[config.mk]
export PLATFORM = sky130hd
export DESIGN_NAME = gen_reg_file_flat
export DESIGN_NICKNAME = d
export VERILOG_FILES = /design/src/rtl/gen_reg_file_if.sv /design/src/rtl/gen_reg_file.sv /design/src/flat_wrapper.sv
export SDC_FILE = /design/constraint.sdc
export NUM_CORES = 1
export LEC_CHECK = 0
export ABC_AREA = 1
export BUFFER_PORTS_ARGS = -buffer_cell sky130_fd_sc_hd__buf_4
export CORE_ASPECT_RATIO = 1.25
export CORE_MARGIN = 5
export CORE_UTILIZATION = 60
export DETAILED_ROUTE_END_ITERATION = 7
export PLACE_DENSITY = 0.81
export SYNTH_ARGS = -nofsm -noshare
export SYNTH_HDL_FRONTEND = slang
export SYNTH_SLANG_ARGS = --single-unit
[constraint.sdc]
create_clock -name clk -period 3.04 [get_ports clk]
set_input_delay 0.152 -clock clk [delete_from_list [all_inputs] [get_ports clk]]
set_output_delay 0.152 -clock clk [all_outputs]
set_load 0.01 [all_outputs]
[src/rtl/gen_reg_file_if.sv]
// Bus bundle for gen_reg_file: write port, two read ports and the clear
// sequencer handshake. The master side drives requests, the slave side
// (the register file) returns registered results and status.
interface gen_reg_file_if #(
    parameter int DATA_W = 20,
    parameter int ADDR_W = 10
);
    logic              wr_en;
    logic [1:0]        wr_sel;
    logic [ADDR_W-1:0] wr_addr;
    logic [DATA_W-1:0] wr_data;
    logic              wr_err;

    logic [1:0]        rd_a_sel;
    logic [ADDR_W-1:0] rd_a_addr;
    logic [DATA_W-1:0] rd_a_data;
    logic              rd_a_err;

    logic [1:0]        rd_b_sel;
    logic [ADDR_W-1:0] rd_b_addr;
    logic [DATA_W-1:0] rd_b_data;
    logic              rd_b_err;

    logic              clr_req;
    logic              busy;
    logic              clr_done;

    modport master (
        output wr_en, wr_sel, wr_addr, wr_data,
        output rd_a_sel, rd_a_addr, rd_b_sel, rd_b_addr,
        output clr_req,
        input  wr_err, rd_a_data, rd_a_err, rd_b_data, rd_b_err,
        input  busy, clr_done
    );

    modport slave (
        input  wr_en, wr_sel, wr_addr, wr_data,
        input  rd_a_sel, rd_a_addr, rd_b_sel, rd_b_addr,
        input  clr_req,
        output wr_err, rd_a_data, rd_a_err, rd_b_data, rd_b_err,
        output busy, clr_done
    );
endinterface

[src/rtl/gen_reg_file.sv]
// Register file with one half-word-capable write port, two independent
// registered read ports (write-first on address collision) and a
// sequencer that zeroes every register, one per cycle, on request.
module gen_reg_file #(
    parameter int DATA_W   = 20,
    parameter int NUM_REGS = 6,
    parameter int ADDR_W   = 10
) (
    input  logic          clk,
    input  logic          rst_n,
    gen_reg_file_if.slave bus
);
    localparam int HALF  = DATA_W / 2;
    localparam int IDX_W = (NUM_REGS > 1) ? $clog2(NUM_REGS) : 1;
    // One extra bit so NUM_REGS == 2**ADDR_W still compares correctly.
    localparam logic [ADDR_W:0]  LIMIT = (ADDR_W + 1)'(NUM_REGS);
    localparam logic [IDX_W-1:0] LAST  = IDX_W'(NUM_REGS - 1);

    typedef enum logic {IDLE, CLEAR} state_t;

    state_t            state;
    logic [IDX_W-1:0]  ptr;
    logic              busy_q;
    logic              clr_done_q;

    logic [DATA_W-1:0] regs [NUM_REGS];

    logic [IDX_W-1:0]  wr_idx;
    logic [IDX_W-1:0]  rd_a_idx;
    logic [IDX_W-1:0]  rd_b_idx;
    logic              wr_in_range;
    logic              wr_ok;
    logic              rd_a_ok;
    logic              rd_b_ok;
    logic [DATA_W-1:0] wr_old;
    logic [DATA_W-1:0] wr_merged;
    logic [DATA_W-1:0] rd_a_word;
    logic [DATA_W-1:0] rd_b_word;

    logic [DATA_W-1:0] rd_a_data_q;
    logic [DATA_W-1:0] rd_b_data_q;
    logic              rd_a_err_q;
    logic              rd_b_err_q;
    logic              wr_err_q;

    function automatic logic [DATA_W-1:0] merge_word(
        input logic [DATA_W-1:0] old_w,
        input logic [DATA_W-1:0] new_w,
        input logic [1:0]        sel
    );
        case (sel)
            2'b00:   merge_word = new_w;
            2'b01:   merge_word = {new_w[HALF-1:0], old_w[HALF-1:0]};
            2'b10:   merge_word = {old_w[DATA_W-1:HALF], new_w[HALF-1:0]};
            default: merge_word = old_w;
        endcase
    endfunction

    function automatic logic [DATA_W-1:0] shape_word(
        input logic [DATA_W-1:0] w,
        input logic [1:0]        sel
    );
        case (sel)
            2'b00:   shape_word = w;
            2'b01:   shape_word = {{HALF{1'b0}}, w[DATA_W-1:HALF]};
            2'b10:   shape_word = {{HALF{1'b0}}, w[HALF-1:0]};
            default: shape_word = '0;
        endcase
    endfunction

    // Decode write acceptance and build the write-first view seen by each read port
    always_comb begin
        wr_idx      = bus.wr_addr[IDX_W-1:0];
        rd_a_idx    = bus.rd_a_addr[IDX_W-1:0];
        rd_b_idx    = bus.rd_b_addr[IDX_W-1:0];
        wr_in_range = ({1'b0, bus.wr_addr} < LIMIT);
        wr_ok       = bus.wr_en && wr_in_range && (bus.wr_sel != 2'b11)
                      && (state == IDLE) && !bus.clr_req;
        wr_old      = wr_in_range ? regs[wr_idx] : '0;
        wr_merged   = merge_word(wr_old, bus.wr_data, bus.wr_sel);

        rd_a_ok   = ({1'b0, bus.rd_a_addr} < LIMIT) && (bus.rd_a_sel != 2'b11);
        rd_b_ok   = ({1'b0, bus.rd_b_addr} < LIMIT) && (bus.rd_b_sel != 2'b11);
        rd_a_word = '0;
        rd_b_word = '0;
        if (rd_a_ok) begin
            rd_a_word = (wr_ok && (bus.wr_addr == bus.rd_a_addr)) ? wr_merged : regs[rd_a_idx];
        end
        if (rd_b_ok) begin
            rd_b_word = (wr_ok && (bus.wr_addr == bus.rd_b_addr)) ? wr_merged : regs[rd_b_idx];
        end
    end

    // Clear sequencer: walk the pointer over every register, then pulse done
    always_ff @(posedge clk) begin
        if (!rst_n) begin
            state      <= IDLE;
            ptr        <= '0;
            busy_q     <= 1'b0;
            clr_done_q <= 1'b0;
        end else begin
            clr_done_q <= 1'b0;
            case (state)
                IDLE: begin
                    if (bus.clr_req) begin
                        state  <= CLEAR;
                        ptr    <= '0;
                        busy_q <= 1'b1;
                    end
                end
                CLEAR: begin
                    if (ptr == LAST) begin
                        state      <= IDLE;
                        busy_q     <= 1'b0;
                        clr_done_q <= 1'b1;
                    end else begin
                        ptr <= ptr + IDX_W'(1);
                    end
                end
                default: begin
                    state  <= IDLE;
                    busy_q <= 1'b0;
                end
            endcase
        end
    end

    // Storage update: clearing owns the array while busy, otherwise accepted writes land
    always_ff @(posedge clk) begin
        if (!rst_n) begin
            for (int i = 0; i < NUM_REGS; i++) begin
                regs[i] <= '0;
            end
        end else if (state == CLEAR) begin
            regs[ptr] <= '0;
        end else if (wr_ok) begin
            regs[wr_idx] <= wr_merged;
        end
    end

    // Register read results and error flags for both ports
    always_ff @(posedge clk) begin
        if (!rst_n) begin
            rd_a_data_q <= '0;
            rd_b_data_q <= '0;
            rd_a_err_q  <= 1'b0;
            rd_b_err_q  <= 1'b0;
            wr_err_q    <= 1'b0;
        end else begin
            rd_a_data_q <= rd_a_ok ? shape_word(rd_a_word, bus.rd_a_sel) : '0;
            rd_b_data_q <= rd_b_ok ? shape_word(rd_b_word, bus.rd_b_sel) : '0;
            rd_a_err_q  <= !rd_a_ok;
            rd_b_err_q  <= !rd_b_ok;
            wr_err_q    <= bus.wr_en && !wr_ok;
        end
    end

    assign bus.rd_a_data = rd_a_data_q;
    assign bus.rd_b_data = rd_b_data_q;
    assign bus.rd_a_err  = rd_a_err_q;
    assign bus.rd_b_err  = rd_b_err_q;
    assign bus.wr_err    = wr_err_q;
    assign bus.busy      = busy_q;
    assign bus.clr_done  = clr_done_q;
endmodule
[src/flat_wrapper.sv]
// flat-port wrapper written by rule: the top's interface ports become plain ports
module gen_reg_file_flat 
#(
    parameter int DATA_W   = 20,
    parameter int NUM_REGS = 6,
    parameter int ADDR_W   = 10
)
  (clk, rst_n, bus_wr_en, bus_wr_sel, bus_wr_addr, bus_wr_data, bus_rd_a_sel, bus_rd_a_addr, bus_rd_b_sel, bus_rd_b_addr, bus_clr_req, bus_wr_err, bus_rd_a_data, bus_rd_a_err, bus_rd_b_data, bus_rd_b_err, bus_busy, bus_clr_done);
  gen_reg_file_if #(.DATA_W(DATA_W), .ADDR_W(ADDR_W)) bus_i ();
  input  logic clk;
  input  logic rst_n;
  input wire logic [$bits(bus_i.wr_en)-1:0] bus_wr_en;
  input wire logic [$bits(bus_i.wr_sel)-1:0] bus_wr_sel;
  input wire logic [$bits(bus_i.wr_addr)-1:0] bus_wr_addr;
  input wire logic [$bits(bus_i.wr_data)-1:0] bus_wr_data;
  input wire logic [$bits(bus_i.rd_a_sel)-1:0] bus_rd_a_sel;
  input wire logic [$bits(bus_i.rd_a_addr)-1:0] bus_rd_a_addr;
  input wire logic [$bits(bus_i.rd_b_sel)-1:0] bus_rd_b_sel;
  input wire logic [$bits(bus_i.rd_b_addr)-1:0] bus_rd_b_addr;
  input wire logic [$bits(bus_i.clr_req)-1:0] bus_clr_req;
  output wire logic [$bits(bus_i.wr_err)-1:0] bus_wr_err;
  output wire logic [$bits(bus_i.rd_a_data)-1:0] bus_rd_a_data;
  output wire logic [$bits(bus_i.rd_a_err)-1:0] bus_rd_a_err;
  output wire logic [$bits(bus_i.rd_b_data)-1:0] bus_rd_b_data;
  output wire logic [$bits(bus_i.rd_b_err)-1:0] bus_rd_b_err;
  output wire logic [$bits(bus_i.busy)-1:0] bus_busy;
  output wire logic [$bits(bus_i.clr_done)-1:0] bus_clr_done;
  assign bus_i.wr_en = bus_wr_en;
  assign bus_i.wr_sel = bus_wr_sel;
  assign bus_i.wr_addr = bus_wr_addr;
  assign bus_i.wr_data = bus_wr_data;
  assign bus_i.rd_a_sel = bus_rd_a_sel;
  assign bus_i.rd_a_addr = bus_rd_a_addr;
  assign bus_i.rd_b_sel = bus_rd_b_sel;
  assign bus_i.rd_b_addr = bus_rd_b_addr;
  assign bus_i.clr_req = bus_clr_req;
  assign bus_wr_err = bus_i.wr_err;
  assign bus_rd_a_data = bus_i.rd_a_data;
  assign bus_rd_a_err = bus_i.rd_a_err;
  assign bus_rd_b_data = bus_i.rd_b_data;
  assign bus_rd_b_err = bus_i.rd_b_err;
  assign bus_busy = bus_i.busy;
  assign bus_clr_done = bus_i.clr_done;
  gen_reg_file #(.DATA_W(DATA_W), .NUM_REGS(NUM_REGS), .ADDR_W(ADDR_W)) u_core (.clk(clk), .rst_n(rst_n), .bus(bus_i));
endmodule
==> reports/metrics.cfg <==
[sta]
finalMaxSlewViolations=0
hold_slack_ns=0.0331
worst_pin_slew_ns=0.759
period_share_pct=77.1
hold_viol=0
finClkSkew_ns=0.00862
slew_headroom_pct=49.1
fin_tns_setup_ns=0
fin_crit_ns=2.35
setup_violations=0
fmax_ghz=0.426
rsz0062_at_grt=false

[clock_tree]
ctsHtreeMaxLevel=1
clock_sinks=209
cts_post_setup_buffers_inserted=0
hold_buffers=3
root_buffer=clkbuf_16
path_clk_slew_ns=0.06
cts_tree=built
insertion_delay_ns=0.52
clockBufferDepth=3
cts_buffers=23
postCtsResizedCells=0

[setup_path]
r2r-start=u_core.state
cp_top_family=simple AND/OR/NAND/NOR gates
r2r_slack_ns=0.69
worstSetupPathType=register to register
crit_slowest_cell=dfxtp_1
critPathMaxStageDelay_ns=0.31
critPathArrivalTime_ns=2.55
cp-start-kind=register
path_max_fanout=14
critPathCaptureType=register
r2r_end=u_core.regs[1][11]
path_cells=inv_1, nand4_1, nor2_4, nand2_4, o21ai_2, inv_1, nor2_4, nand2_2, nand2_1, buf_4
reg2reg_depth=10
cp.buffers_inverters=3
cp_data_required_time_ns=3.24

[floorplanning]
die_h_um=175
die_w_um=142
coreArea_um2=21500
ioPinCount=105
num_rows=60
start_util_pct=60.8
die_area_um2=24800

[yosys]
async_flop_share_pct=0
syn-instance-count=1861
synth_seq_area_share_pct=44.3
ys_warn_count=0
synth_top_area_share_pct=36.8
synth.largest_area_cell=edfxtp_1
synth.cell_area_um2=13100
synth-seq-cells=209
synth_edf_count=160
synth_cell_types=33
syn_nets=1923
avgSynthCellArea_um2=7.02
synth.area.top_cells=edfxtp_1, nand2_1, dfxtp_1
synth-main-ff-cell=edfxtp_1

[power_and_ir_drop]
power_per_cell_area_nw_per_um2=479
max-vdd-ir-drop_mv=0.452
finalPower_w=0.00708
leakagePower_nw=6.54

[finish]
areaGrowthSynthToFinish_pct=13.2
mostFrequentLayoutCell=nand2_1
n_antenna_cell=0
drive_gt1_share_pct=11.0
final_core_util_pct=68.8
final_cell_mix=nand2_1, inv_1, nand3_1
num-nets-final=1987
fillers=1873
fin_cells=2219

[grt]
grt_first_pass_wirelength_mm=73.6
track_usage_pct=38.5
gr-total-overflow=0
grt_pass1_vias=12600
grt_max_degree=90
antenna_found_initial=0

[run]
cap_violations=0

[routing]
antenna_left=0
drt_pass1_iterations=7
wl_mm=48.7
route.detailed.drc=0
dr_total_vias=13600
via_per_inst=6.11
wire_per_inst_um=22.0
drtIter0Drc=1938

[place]
numPortBuffers=104
gp_congestion=1.05
dp_cells=2176
hpwl_mm=33.4

[run_status]
status=finished clean

[min_path]
whs_endpoint=u_core.bus.rd_b_data[0]
hold_path.class=input port to register
hold_path.startpoint=bus_rd_b_sel[0]
min_path_cells=4

[final cells by class]
cell class | count | area [um2] | share of cell area (%)
well taps | 279 | 349 | 2.36
repair buffers | 149 | 1180 | 7.96
clock inverters | 14 | 136 | 0.923
multi-input cells | 1333 | 5960 | 40.3
inverters | 209 | 785 | 5.31
flip-flops and latches | 209 | 5790 | 39.1
clock buffers | 26 | 587 | 3.97
[synth_stat cells (4+ instances only)]
master / count
a21oi_1: 178
a22o_1: 10
and2_0: 13
and2_1: 4
buf_1: 6
buf_2: 49
buf_4: 7
buf_6: 5
clkbuf_1: 43
dfxtp_1: 49
edfxtp_1: 160
inv_1: 195
inv_2: 11
nand2_1: 557
nand3_1: 192
nor2_1: 193
nor2_2: 5
nor3_2: 4
o211ai_1: 19
o21ai_0: 130
or2_2: 8
[state kept, by name, indices dropped and copies added, names as in the netlist]
register              count
u_core.regs             160
u_core.bus.rd_a_data     20
u_core.bus.rd_b_data     20
u_core.ptr                3
u_core.bus.busy           1
u_core.bus.clr_done       1
u_core.bus.rd_a_err       1
u_core.bus.rd_b_err       1
u_core.bus.wr_err         1
u_core.state              1
[where the power goes]
part,switching [W],internal [W]
Sequential,0.0000552,0.00315
Combinational,0.000774,0.000332
Clock,0.00114,0.00163
[cells by family (layout without fill, tap and decap cells)]
group / Yosys count / count (layout) / synth area share, %
simple gates: 988 / 988 / 31.3
compound gates: 343 / 343 / 14.1
flops: 209 / 209 / 44.3
fa+ha+maj: 2 / 2 / 0.192
buf+inv: 319 / 398 / 10.1
[how the worst max path moves through the flow]
stage,startpoint,end,cells after the start
after floorplan,u_core.state,u_core.regs[6][0],7
after global placement,bus_wr_addr[0],u_core.regs[1][2],10
after detailed placement,bus_wr_addr[0],u_core.regs[6][10],10
after CTS,u_core.state,u_core.regs[1][15],10
after global routing,u_core.state,u_core.regs[1][14],10
final,u_core.state,u_core.regs[1][11],10
[tightest hold or removal path: stages]
cell     delay, ns
buf_4         0.18
a21oi_1       0.06
nand2_1       0.06
a21oi_1       0.05
[metrics by stage]
stage	cell area (um2)	setup slack, ns
CTS	14800	0.715
detailed placement	14000	0.744
finish	14800	0.695
global route	14800	0.609
floorplan	13100	0.645
global placement	14000	0.740
[per-layer routing]
metal | up-vias | share of wire (%) | track usage (%)
li1 | 6182 | - | -
met1 | 6029 | 36 | 52.3
met3 | 213 | 15 | 10.1
met5 | - | 0 | 0
met2 | 1129 | 43 | 57.8
met4 | 0 | 5.5 | 17.8
Power figures use the tool's default switching activity.
